<file path="config.mk">
export PLATFORM = sky130hd
export DESIGN_NAME = mem_port_arbiter
export DESIGN_NICKNAME = d
export VERILOG_FILES = /design/src/rtl/core_pkg.sv /design/src/rtl/mem_arb_timer.sv /design/src/rtl/mem_port_arbiter.sv
export SDC_FILE = /design/constraint.sdc
export NUM_CORES = 1
export LEC_CHECK = 0
export ABC_CLOCK_PERIOD_IN_PS = 4300
export BUFFER_PORTS_ARGS = -buffer_cell sky130_fd_sc_hd__buf_4
export CELL_PAD_IN_SITES_DETAIL_PLACEMENT = 0
export CELL_PAD_IN_SITES_GLOBAL_PLACEMENT = 1
export CORE_MARGIN = 4
export CORE_UTILIZATION = 30
export CTS_CLUSTER_DIAMETER = 80
export DETAILED_ROUTE_END_ITERATION = 6
export PLACE_DENSITY = 0.87
export SLEW_MARGIN = 20
export SYNTH_ARGS = -nofsm -noshare
export SYNTH_HDL_FRONTEND = slang
export SYNTH_SLANG_ARGS = --single-unit
</file>
<file path="constraint.sdc">
create_clock -name clk -period 4.3 [get_ports clk]
set_input_delay 0.43 -clock clk [delete_from_list [all_inputs] [get_ports clk]]
set_output_delay 0.43 -clock clk [all_outputs]
set_load 0.02 [all_outputs]
</file>
<file path="src/rtl/core_pkg.sv">
// Shared core types: arbiter state, owner encoding and bus widths.
// Imported by the memory-port arbiter and its response timer.
package core_pkg;

  localparam int XLEN = 32;
  localparam int BE_W = 4;

  typedef enum logic [1:0] {
    IDLE = 2'd0,
    REQ  = 2'd1,
    RESP = 2'd2
  } arb_state_t;

  typedef enum logic {
    OWN_IF = 1'b0,
    OWN_DM = 1'b1
  } owner_t;

endpackage

</file>
<file path="src/rtl/mem_arb_timer.sv">
// Response timeout counter for the memory-port arbiter.
// expired is high in the TIMEOUT_CYCLES-th consecutive cycle of run.
module mem_arb_timer
  import core_pkg::*;
#(
  parameter int TIMEOUT_CYCLES = 64
) (
  input  logic clk,
  input  logic rst,
  input  logic run,
  output logic expired
);

  localparam int CW = $clog2(TIMEOUT_CYCLES + 1);

  logic [CW-1:0] cnt;

  assign expired = run && (cnt == CW'(TIMEOUT_CYCLES - 1));

  // Count consecutive run cycles; restart whenever run drops or fires.
  always_ff @(posedge clk or posedge rst) begin
    if (rst) begin
      cnt <= '0;
    end else if (!run || expired) begin
      cnt <= '0;
    end else begin
      cnt <= cnt + 1'b1;
    end
  end

endmodule

</file>
<file path="src/rtl/mem_port_arbiter.sv">
// Fetch/data arbiter onto one shared memory port, one txn in flight.
// Optional response timeout: define MEM_ARB_TIMEOUT_EN.
module mem_port_arbiter
  import core_pkg::*;
#(
  parameter int STARVE_LIMIT   = 4,
  parameter int TIMEOUT_CYCLES = 64
) (
  input  logic        clk,
  input  logic        rst,
  input  logic        if_req,
  input  logic [31:0] if_addr,
  output logic        if_gnt,
  output logic        if_rvalid,
  output logic [31:0] if_rdata,
  input  logic        dm_req,
  input  logic        dm_we,
  input  logic [3:0]  dm_be,
  input  logic [31:0] dm_addr,
  input  logic [31:0] dm_wdata,
  output logic        dm_gnt,
  output logic        dm_rvalid,
  output logic [31:0] dm_rdata,
  output logic        mem_req,
  output logic        mem_we,
  output logic [3:0]  mem_be,
  output logic [31:0] mem_addr,
  output logic [31:0] mem_wdata,
  input  logic        mem_gnt,
  input  logic        mem_rvalid,
  input  logic [31:0] mem_rdata,
  output logic        arb_busy,
  output logic        arb_err
);

  arb_state_t state;
  owner_t     owner;
  logic [3:0] starve_cnt;
  logic       fetch_wins;
  logic       timeout;
  logic       in_req;
  logic       in_resp;
  logic       resp_done;

  assign fetch_wins =
    if_req && (!dm_req || starve_cnt == 4'(STARVE_LIMIT));

  assign in_req    = (state == REQ);
  assign in_resp   = (state == RESP);
  assign resp_done = in_resp && (mem_rvalid || timeout);
  assign arb_busy  = (state != IDLE);

  assign if_gnt = in_req && mem_gnt && owner == OWN_IF;
  assign dm_gnt = in_req && mem_gnt && owner == OWN_DM;

  assign if_rvalid = resp_done && owner == OWN_IF;
  assign dm_rvalid = resp_done && owner == OWN_DM;

  // A timeout completion carries no data, so rdata gates on mem_rvalid.
  assign if_rdata =
    (in_resp && mem_rvalid && owner == OWN_IF) ? mem_rdata : '0;
  assign dm_rdata =
    (in_resp && mem_rvalid && owner == OWN_DM) ? mem_rdata : '0;

`ifdef MEM_ARB_TIMEOUT_EN
  logic expired;

  mem_arb_timer #(
    .TIMEOUT_CYCLES(TIMEOUT_CYCLES)
  ) u_timer (
    .clk    (clk),
    .rst    (rst),
    .run    (in_resp && !mem_rvalid),
    .expired(expired)
  );

  assign timeout = expired;
  assign arb_err = expired;
`else
  logic unused_timeout_cfg;

  assign unused_timeout_cfg = ^TIMEOUT_CYCLES;
  assign timeout = 1'b0;
  assign arb_err = 1'b0;
`endif

  // Arbitration, request hold and response wait; mem_* are registered.
  always_ff @(posedge clk or posedge rst) begin
    if (rst) begin
      state      <= IDLE;
      owner      <= OWN_IF;
      starve_cnt <= '0;
      mem_req    <= 1'b0;
      mem_we     <= 1'b0;
      mem_be     <= '0;
      mem_addr   <= '0;
      mem_wdata  <= '0;
    end else begin
      unique case (state)
        IDLE: begin
          if (if_req || dm_req) begin
            state   <= REQ;
            mem_req <= 1'b1;
            if (fetch_wins) begin
              owner      <= OWN_IF;
              mem_we     <= 1'b0;
              mem_be     <= '1;
              mem_addr   <= if_addr;
              mem_wdata  <= '0;
              starve_cnt <= '0;
            end else begin
              owner     <= OWN_DM;
              mem_we    <= dm_we;
              mem_be    <= dm_be;
              mem_addr  <= dm_addr;
              mem_wdata <= dm_wdata;
              if (!if_req) begin
                starve_cnt <= '0;
              end else if (starve_cnt != 4'hf) begin
                starve_cnt <= starve_cnt + 4'd1;
              end
            end
          end
        end
        REQ: begin
          if (mem_gnt) begin
            state   <= RESP;
            mem_req <= 1'b0;
          end
        end
        RESP: begin
          if (mem_rvalid || timeout) begin
            state <= IDLE;
          end
        end
        default: begin
          state   <= IDLE;
          mem_req <= 1'b0;
        end
      endcase
    end
  end

endmodule

</file>
==> summary.md <==
| Metric | Value |
|---|---|
| MaxCap Viol Count | 0 |
| Final Hold Viols | 0 |
| Initial antenna violation count | 0 |
| P&R area growth vs syn | 61.9% |
| R2R Setup Slk | between 2 and 2.5 ns |
| R2R depth | 5 |
| Wire per inst | 15.3 um |
| DR pass1 iterations | 4 |
| RR Endpoint | mem_addr[31]$_DFFE_PP0P_ |
| Cts bufs inserted | 9 |
| Total power | around 4000 uW |
| Slew HR | 28.2% |
| Clock tree buffer depth | 2 |
| Grt ovf | 0 |
| Cts hold-fix bufs | 0 |
| Startpoint of the worst register-to-register path | state[0]$_DFFE_PP0P_ |
| Clock root buffer | clkbuf_16 |
| P_leak | 0.00337 uW |
| Critical Path End Type | primary output |
| Die outline height | between 100 and 150 um |
| Crit path capture | dm_rdata[24] |
| Critical Path Source | state[0]$_DFFE_PP0P_ |
| Final core area utilization | approximately half |
| Layout Cells excl Fill | around 900 |
| Worst vdd ir | around 300 uV |
| Slowest cell on the critical path | nor3_4 |
| Core ar. | 12600 um^2 |
| Worst Path Arrival | 2.14 ns |
| # rows | 41 |
| Fmax | 389 MHz |
| Critical Path RT | slightly below 4 ns |
| CTS sink cnt | 77 |
| Via count | 4074 |
| First-pass GRT wire length | around 21000 um |
| Pin count of the biggest net entering global routing | around 50 |
| Syn Area/Cell | 8.42 um^2 |
| PortBufs | approximately 280 |
| Final WL | 13700 um |
| Post-synthesis register bit count | a little under 80 |
| Tightest Pin Transition | roughly 1.1 ns |
| Total GRT Usage | roughly 18% |
| Inst Count DP | 881 |
| Yosys warnings | 0 |
| Share of cells above drive strength 1 | 42.7% |
| Min cycle time layout | 2.57 ns |
| Yosys cell types | 31 |
| CP peak stage delay | 0.74 ns |
| Drc violations | 0 |
| Synthesized cell area | between 3000 and 4000 um^2 |
| Max H-tree Level | 3 |
| Final worst-path cycle share | 59.8% |
| Largest delay share family, worst path | simple AND/OR/NAND/NOR gates |
| Vias per cell | 4.55 |
| Die area | 14800 um^2 |
| Clock transition at path regs | about 0.060 ns |
| Sequential fraction of the synthesis area | between 40 and 50% |
| Detail Route Antenna Nets | 0 |
| Status | complete, no violations |
| Setup bufs post-CTS | 0 |
| Post-detail-place hpwl | 10400 um |
| Crit-path max FO | 33 |
| Clock tree from TritonCTS | yes |
| CP startpoint kind | register |
| Worst path bufs/invs | 1 |
| Die width | 122 um |
| Min-delay worst type | in2async |
| Final instance area | 6280 um^2 |
| Post-CTS Resized | 0 |
| # setup viols final | 0 |
| Clk_skew | 0.00676 ns |
| Vias in the first global route | 4129 |
| I/O pin count | 279 |
| Worst skew pair latency | 0.33 ns |
| RSZ-0062 raised after global routing | no |
| Routability cong. | 0.768 |
| Starting DRT DRC Count | 167 |
| Synthesized net count | 602 |
| Setup TNS | 0 ns |
| Power per cell area | approximately 630 nW/um^2 |
| Kind of critical path | reg2out |
| Critical Path, Cell by Cell | nand2b_1, nor3_4, and2_1, buf_4 |
| Levels on crit path | 4 |
| # diodes | 0 |
| Nets | 862 |
| Area post-placement | 6020 um^2 |
| Fin. max-slew vios | 0 |
| Initial Util | 30.8% |
| Syn Inst Count | 461 |
## stage by stage
step           hold WS, ns  setup WS (ns)
2_1_floorplan        0.494           1.90
3_3_place_gp         0.453           1.87
3_5_place_dp         0.458           1.90
4_1_cts              0.194           1.73
5_1_grt              0.219           1.57
6_report             0.173           1.73
## worst min-delay path by stage
stage	slack (ns)	cells after the start	end	from
2_1_floorplan	0.49	1	mem_req$_DFFE_PP0P_	state[0]$_DFFE_PP0P_
3_3_place_gp	0.45	2	mem_wdata[26]$_DFFE_PP0P_	mem_wdata[26]$_DFFE_PP0P_
3_5_place_dp	0.46	2	mem_wdata[16]$_DFFE_PP0P_	mem_wdata[16]$_DFFE_PP0P_
4_1_cts	0.19	2	mem_wdata[13]$_DFFE_PP0P_	rst
5_1_grt	0.22	2	mem_wdata[14]$_DFFE_PP0P_	rst
6_report	0.17	2	mem_wdata[13]$_DFFE_PP0P_	rst
## where the power goes
group          switching (uW)  leakage (uW)  internal (uW)
clock                     273      0.000125            381
sequential                201      0.000924           1060
combinational            1210       0.00232            824
total                    1680       0.00337           2270
## cell usage after synthesis, drive strengths merged
cell	count	share of area [%]
clkbuf	8	0.77
mux2i	1	0.26
or2	2	0.39
inv	7	0.68
nor3	2	0.52
and3	1	0.16
and2	65	10
a31oi	1	0.16
o211ai	1	0.19
ha	2	0.64
a21oi	68	9.3
a21bo	1	0.26
conb	1	0.097
dfrtp	77	50
nand2	109	11
nand4	1	0.16
nand3b	2	0.71
o22ai	1	0.16
nor2	39	3.8
nand3	36	4.6
o21ai	8	1.0
nand2b	2	0.32
buf	25	4.5
a21boi	1	0.48
## cells in the final DEF (no fill, tap or decap), types with 4 or more instances in the layout
master and n:
a21oi_1 62, inv_1 6, nand3_1 36, and2_1 65, a21oi_2 6, clkinv_2 4
nor2_1 38, dfrtp_1 77, buf_4 281, nand2_1 109, clkbuf_16 9, o21ai_0 8
## kinds of logic (layout without fill, tap and decap cells)
family,after synthesis,in the layout,synth area share [%]
other,1,1,0.0966
muxes,1,1,0.258
AOI/OAI and AO/OA,81,81,11.6
DFF,77,77,49.6
adders and majority gates,2,2,0.645
and+or+nand+nor,259,259,31.8
buffers and inverters,40,303,5.96
## layer usage
metal	routed length (um)	vias up	GRT usage, %
li1	-	2006	-
met1	5670	1912	22.4
met2	6600	141	28.9
met3	1210	15	5.94
met4	218	0	6.09
met5	0	-	0
## flip-flops by register name, indices dropped and copies added (netlist names)
register and flops:
starve_cnt 4, state 2, owner 1, mem_wdata 32
mem_we 1, mem_be 4, mem_req 1, mem_addr 32
## worst reg2reg max path, stage by stage, from the launching register on
cell	delay (ns)
dfrtp_1	0.42
or2_4	0.29
nor2_4	0.74
buf_4	0.50
nor2_1	0.09
a21oi_1	0.13
## layout make-up
class / count / area (um^2)
Fill cell: 1277 / 6340
Clock buffer: 11 / 233
Tap cell: 172 / 215
Inverter: 7 / 27.5
Timing Repair Buffer: 282 / 2120
Multi-Input combinational cell: 344 / 1740
Sequential cell: 77 / 1930
Clock inverter: 3 / 15.0
Note: power is estimated with default switching activity, not from simulation.
